<file path="config.mk">
export PLATFORM = sky130hd
export DESIGN_NAME = commit_store_buffer
export DESIGN_NICKNAME = d
export VERILOG_FILES = /design/src/rtl/commit_store_buffer.sv
export SDC_FILE = /design/constraint.sdc
export NUM_CORES = 2
export LEC_CHECK = 0
export CAP_MARGIN = 15
export CORE_ASPECT_RATIO = 1.5
export CORE_MARGIN = 2
export CORE_UTILIZATION = 60
export DETAILED_ROUTE_END_ITERATION = 16
export PLACE_DENSITY = 0.84
export SETUP_SLACK_MARGIN = 0.3
export SLEW_MARGIN = 5
export SYNTH_ARGS = -nofsm -noshare
export SYNTH_HDL_FRONTEND = slang
export SYNTH_SLANG_ARGS = --single-unit
</file>
<file path="constraint.sdc">
create_clock -name clk -period 9.8 [get_ports clk]
set_input_delay 2.94 -clock clk [delete_from_list [all_inputs] [get_ports clk]]
set_output_delay 2.94 -clock clk [all_outputs]
set_load 0.03 [all_outputs]
</file>
<file path="src/rtl/commit_store_buffer.sv">
// In-order buffer of committed stores: drains to data memory over req/ack and
// serves store-to-load forwarding lookups against all not-yet-acknowledged entries.
module commit_store_buffer #(
    parameter int unsigned ADDR_WIDTH = 32,
    parameter int unsigned DATA_WIDTH = 32,
    parameter int unsigned DEPTH      = 8,
    parameter int unsigned CNT_WIDTH  = $clog2(DEPTH) + 1
) (
    input  logic                  clk,
    input  logic                  rst_n,
    input  logic                  enq_valid,
    output logic                  enq_ready,
    input  logic [ADDR_WIDTH-1:0] enq_addr,
    input  logic [DATA_WIDTH-1:0] enq_data,
    input  logic [2:0]            enq_funct3,
    output logic                  mem_wr_req,
    output logic [ADDR_WIDTH-1:0] mem_wr_addr,
    output logic [DATA_WIDTH-1:0] mem_wr_data,
    output logic [3:0]            mem_wr_strb,
    input  logic                  mem_wr_ack,
    input  logic                  ld_query_valid,
    input  logic [ADDR_WIDTH-1:0] ld_query_addr,
    input  logic [2:0]            ld_query_funct3,
    output logic                  fwd_hit,
    output logic [DATA_WIDTH-1:0] fwd_data,
    output logic                  fwd_stall,
    output logic [CNT_WIDTH-1:0]  count,
    output logic                  empty
);

    localparam int unsigned IW = $clog2(DEPTH);
    localparam int unsigned PW = IW + 1;
    localparam int unsigned WW = ADDR_WIDTH - 2;

    typedef struct packed {
        logic [WW-1:0]         waddr;
        logic [DATA_WIDTH-1:0] data;
        logic [3:0]            strb;
    } entry_t;

    typedef enum logic [0:0] {
        S_IDLE  = 1'b0,
        S_WRITE = 1'b1
    } state_t;

    entry_t entries [DEPTH];
    entry_t enq_entry;
    entry_t head_entry;

    logic [PW-1:0] head;
    logic [PW-1:0] tail;
    logic          full;
    logic          push;
    logic          pop;

    state_t                state;
    state_t                state_n;
    logic                  req_n;
    logic [ADDR_WIDTH-1:0] addr_n;
    logic [DATA_WIDTH-1:0] data_n;
    logic [3:0]            strb_n;

    logic                  unused_funct3;

    assign unused_funct3 = ld_query_funct3[2];

    // Occupancy from the wrap-bit pointers
    assign full      = (head[IW-1:0] == tail[IW-1:0]) && (head[IW] != tail[IW]);
    assign empty     = (head == tail);
    assign count     = CNT_WIDTH'(tail - head);
    assign enq_ready = !full;
    assign push      = enq_valid && !full;
    assign head_entry = entries[head[IW-1:0]];

    // Lane placement and data replication done once, at enqueue
    always_comb begin
        enq_entry.waddr = enq_addr[ADDR_WIDTH-1:2];
        enq_entry.data  = enq_data;
        enq_entry.strb  = 4'b0000;
        case (enq_funct3)
            3'b000: begin
                enq_entry.strb = 4'b0001 << enq_addr[1:0];
                enq_entry.data = {4{enq_data[7:0]}};
            end
            3'b001: begin
                enq_entry.strb = 4'b0011 << {enq_addr[1], 1'b0};
                enq_entry.data = {2{enq_data[15:0]}};
            end
            3'b010: begin
                enq_entry.strb = 4'hF;
            end
            default: begin
                enq_entry.strb = 4'b0000;
            end
        endcase
    end

    always_ff @(posedge clk) begin
        if (push) begin
            entries[tail[IW-1:0]] <= enq_entry;
        end
    end

    always_ff @(posedge clk or negedge rst_n) begin
        if (!rst_n) begin
            head <= '0;
            tail <= '0;
        end else begin
            if (push) begin
                tail <= tail + PW'(1);
            end
            if (pop) begin
                head <= head + PW'(1);
            end
        end
    end

    // Drain FSM: next state and next registered write-port values
    always_comb begin
        state_n = state;
        req_n   = mem_wr_req;
        addr_n  = mem_wr_addr;
        data_n  = mem_wr_data;
        strb_n  = mem_wr_strb;
        pop     = 1'b0;
        case (state)
            S_IDLE: begin
                if (!empty) begin
                    req_n   = 1'b1;
                    addr_n  = {head_entry.waddr, 2'b00};
                    data_n  = head_entry.data;
                    strb_n  = head_entry.strb;
                    state_n = S_WRITE;
                end
            end
            S_WRITE: begin
                if (mem_wr_ack) begin
                    pop     = 1'b1;
                    req_n   = 1'b0;
                    state_n = S_IDLE;
                end
            end
            default: begin
                state_n = S_IDLE;
            end
        endcase
    end

    always_ff @(posedge clk or negedge rst_n) begin
        if (!rst_n) begin
            state       <= S_IDLE;
            mem_wr_req  <= 1'b0;
            mem_wr_addr <= '0;
            mem_wr_data <= '0;
            mem_wr_strb <= '0;
        end else begin
            state       <= state_n;
            mem_wr_req  <= req_n;
            mem_wr_addr <= addr_n;
            mem_wr_data <= data_n;
            mem_wr_strb <= strb_n;
        end
    end

    // Forwarding: scan oldest to youngest so the youngest overlap wins
    logic [3:0]            ld_mask;
    logic                  sel_found;
    logic [3:0]            sel_strb;
    logic [DATA_WIDTH-1:0] sel_data;
    logic [IW-1:0]         scan_idx;
    logic                  covers;

    always_comb begin
        ld_mask = 4'b0000;
        case (ld_query_funct3[1:0])
            2'b00:   ld_mask = 4'b0001 << ld_query_addr[1:0];
            2'b01:   ld_mask = 4'b0011 << {ld_query_addr[1], 1'b0};
            2'b10:   ld_mask = 4'hF;
            default: ld_mask = 4'b0000;
        endcase
    end

    always_comb begin
        sel_found = 1'b0;
        sel_strb  = 4'b0000;
        sel_data  = '0;
        scan_idx  = '0;
        for (int unsigned k = 0; k < DEPTH; k++) begin
            scan_idx = head[IW-1:0] + IW'(k);
            if ((CNT_WIDTH'(k) < count) &&
                (entries[scan_idx].waddr == ld_query_addr[ADDR_WIDTH-1:2]) &&
                ((entries[scan_idx].strb & ld_mask) != 4'b0000)) begin
                sel_found = 1'b1;
                sel_strb  = entries[scan_idx].strb;
                sel_data  = entries[scan_idx].data;
            end
        end
    end

    assign covers    = ((sel_strb & ld_mask) == ld_mask);
    assign fwd_hit   = ld_query_valid && sel_found && covers;
    assign fwd_stall = ld_query_valid && sel_found && !covers;
    assign fwd_data  = fwd_hit ? sel_data : '0;

endmodule

</file>
==> impl_metrics.tcl <==
set metrics [dict create \
    status "finished, violations left" \
    violations "negative setup slack" \
    power_density_mw_per_mm2 410 \
    clkTransAtPathRegs_ps 60 \
    crit_fanout 8 \
    fp.dieArea_mm2 0.0832 \
    clkLatencyLatePin_ps 680 \
    finalHoldViolCount 0 \
    syn_area_mm2 0.0485 \
    hold-path-endpoint "mem_wr_addr[26]" \
    layout_common_cells "mux4_2 (543), edfxtp_1 (528), mux2i_1 (515)" \
    critPathLaunchType "input pin" \
    grt.total_usage_pct 45.0 \
    fin_ws_ps -226 \
    drt-pass1-iter-count 8 \
    area_growth_pct 19.9 \
    rrSetupSlack_ps 5380 \
    finClkSkew_ps 20.8 \
    crit_required_ps 6860 \
    grt_pass1_wl_mm 273 \
    routed_wl_mm 190 \
    postCtsHoldBufs 0 \
    layout_commonest_cell "mux4_2" \
    crit_path_end_kind "output pin" \
    clock_path_buffers 3 \
    cts_tree "built" \
    cap_violations 0 \
    rsz0062_at_grt "yes" \
    synth_edf_count 528 \
    clkSinkCount 604 \
    placed_cells 5062 \
    tightest_slew_ps 1460 \
    port_buffers 212 \
    fmax_mhz 99.7 \
    critPathKind "in -> out" \
    ys_top_cells_by_area "edfxtp_1 (33%), mux4_2 (25%), mux2i_1 (11%)" \
    ios 216 \
    die-height_um 352 \
    synth_ff_type "edfxtp_1" \
    hp-class "reg -> reg" \
    core_mm2 0.0801 \
    peakVddDrop_v 0.000315 \
    start_util_pct 60.6 \
    synth_top_area_share_pct 32.7 \
    root_buffer "clkbuf_16" \
    period_needed_ps 10030 \
    maxSlewHeadroom_pct 1.67 \
    synth.distinct_cells 87 \
    die_w_um 236 \
    reg2reg_from "head[1]" \
    htree_levels 2 \
    startpoint "ld_query_addr[14]" \
    ys_async_sr_fraction_pct 12.6 \
    drive_gt1_share_pct 34.2 \
    grt_pass1_vias 40797 \
    gp_congestion 1.11 \
    rr_endpoint "entries[5][0]" \
    initialDrtViolationCount 6448 \
    stdcell_count 5252 \
    grt_overflow 0 \
    cts_inserted_buffers 59 \
    ant_nets 0 \
    setup_viol 33 \
    min_from "mem_wr_addr[26]" \
    post-route-drc-count 0 \
    antenna_found_initial 13 \
    synthCells 3824 \
    dp_hpwl_mm 124 \
    rows 127 \
    total_power_mw 23.9 \
    ys_warn_count 0 \
    p_leak_nw 20.8 \
    wl_per_cell_um 36.2 \
    rr_worst_depth 8 \
    synth_seq_area_share_pct 36.6 \
    grt_max_degree 145 \
    hold_depth 2 \
    dp_slack_ps -359 \
    finalCritPeriodShare_pct 102 \
    slew_viol_final 0 \
    ys_ff_latch 604 \
    finalNetCount 4279 \
    synth_area_per_cell_um2 12.7 \
    vias 41710 \
    synth_top_cell_by_area "edfxtp_1" \
    vias_per_cell 7.94 \
    arrival_ps 7090 \
]
[worst max path at each step]
stage / to / cells past startpoint / slack [ps]
floorplan: fwd_data[0] / 13 / 320
global placement: fwd_data[4] / 15 / -360
detailed placement: fwd_data[31] / 17 / -360
CTS: fwd_data[14] / 16 / 260
global route: fwd_data[6] / 18 / -150
finish: fwd_data[6] / 18 / -230
[worst max-delay path, cell delays in order]
cell	delay, ps
clkbuf_2	100
buf_12	140
buf_4	150
xnor2_1	1120
a2111oi_2	100
buf_4	210
and4_2	220
nor4bb_4	170
buf_4	170
nand4_1	130
o31ai_4	100
a221oi_2	350
o211ai_4	200
buf_6	190
buf_12	150
nor4_4	310
buf_4	180
buf_12	110
[kinds of logic after synthesis]
kind of cell	after synthesis	share of synthesized area, %
other	1	0.00773
adders and majority gates	8	0.222
DFF	604	36.6
AOI/OAI and AO/OA	578	8.42
xor gates and xnor gates	243	4.39
buffers and inverters	398	4.08
and+or+nand+nor	868	8.83
muxes	1124	37.4
[synth_stat cells, drive strengths merged, types with 14 or more instances]
cell type,n
o21ai,96
nor2,173
o2111ai,14
nand2,322
nor3,63
a21oi,80
edfxtp,528
o22ai,82
nand2b,17
and3,19
a2111oi,41
mux4,543
mux2i,520
inv,20
a22oi,42
mux2,61
nand4,37
a31oi,39
buf,229
dfrtp,76
xnor2,188
nor4,51
xor2,55
clkbuf,143
nor2b,40
o311a,32
nand3,72
o221ai,72
[cell type report]
class | count | area [um2]
sequential | 604 | 17800
clock inverter | 38 | 413
fill | 5055 | 21900
timing repair buffer | 650 | 6550
clock buffer | 73 | 1640
tap | 1032 | 1290
multi-input combinational | 2823 | 30400
antenna | 6 | 15.0
inverter | 26 | 110
[state kept, by name (all words and copies together) (netlist names)]
signal       cells
mem_wr_data     32
mem_wr_req       1
mem_wr_addr     30
head             4
state            1
entries        528
tail             4
mem_wr_strb      4
[where the power goes]
group | leakage (nW) | switching (mW) | internal (mW)
Combinational | 14.1 | 10.2 | 7.33
Sequential | 5.72 | 0.524 | 3.36
Clock | 0.993 | 1.06 | 1.38
[per-stage QoR]
step | cell area, um2 | TNS, ps | utilization (%) | hold slack [ps]
global route | 58200 | -2230 | 72.6 | 490
finish | 58200 | -4260 | 72.6 | 477
floorplan | 48500 | 0 | - | 461
CTS | 57200 | 0 | 71.4 | 482
detailed placement | 53700 | -8450 | 67.0 | 469
global placement | 53700 | -8770 | 67.0 | 461
[per-layer routing]
metal / GRT usage (%) / part of all wire [%] / wire length (um) / vias up
met5: 0 / 0.044 / 83 / -
met4: 40.1 / 12 / 22400 / 12
met3: 12.2 / 12 / 23700 / 1227
met2: 71.8 / 47 / 88500 / 4012
met1: 49.4 / 29 / 55500 / 20217
li1: - / - / - / 16242
[timing repair]
item	in CTS	in global routing
gates resized for setup	236	155
setup buffers	36	27
setup endpoints to repair	34	34
gates cloned	5	4
pin swaps	38	56
Note: power is estimated with default switching activity, not from simulation.
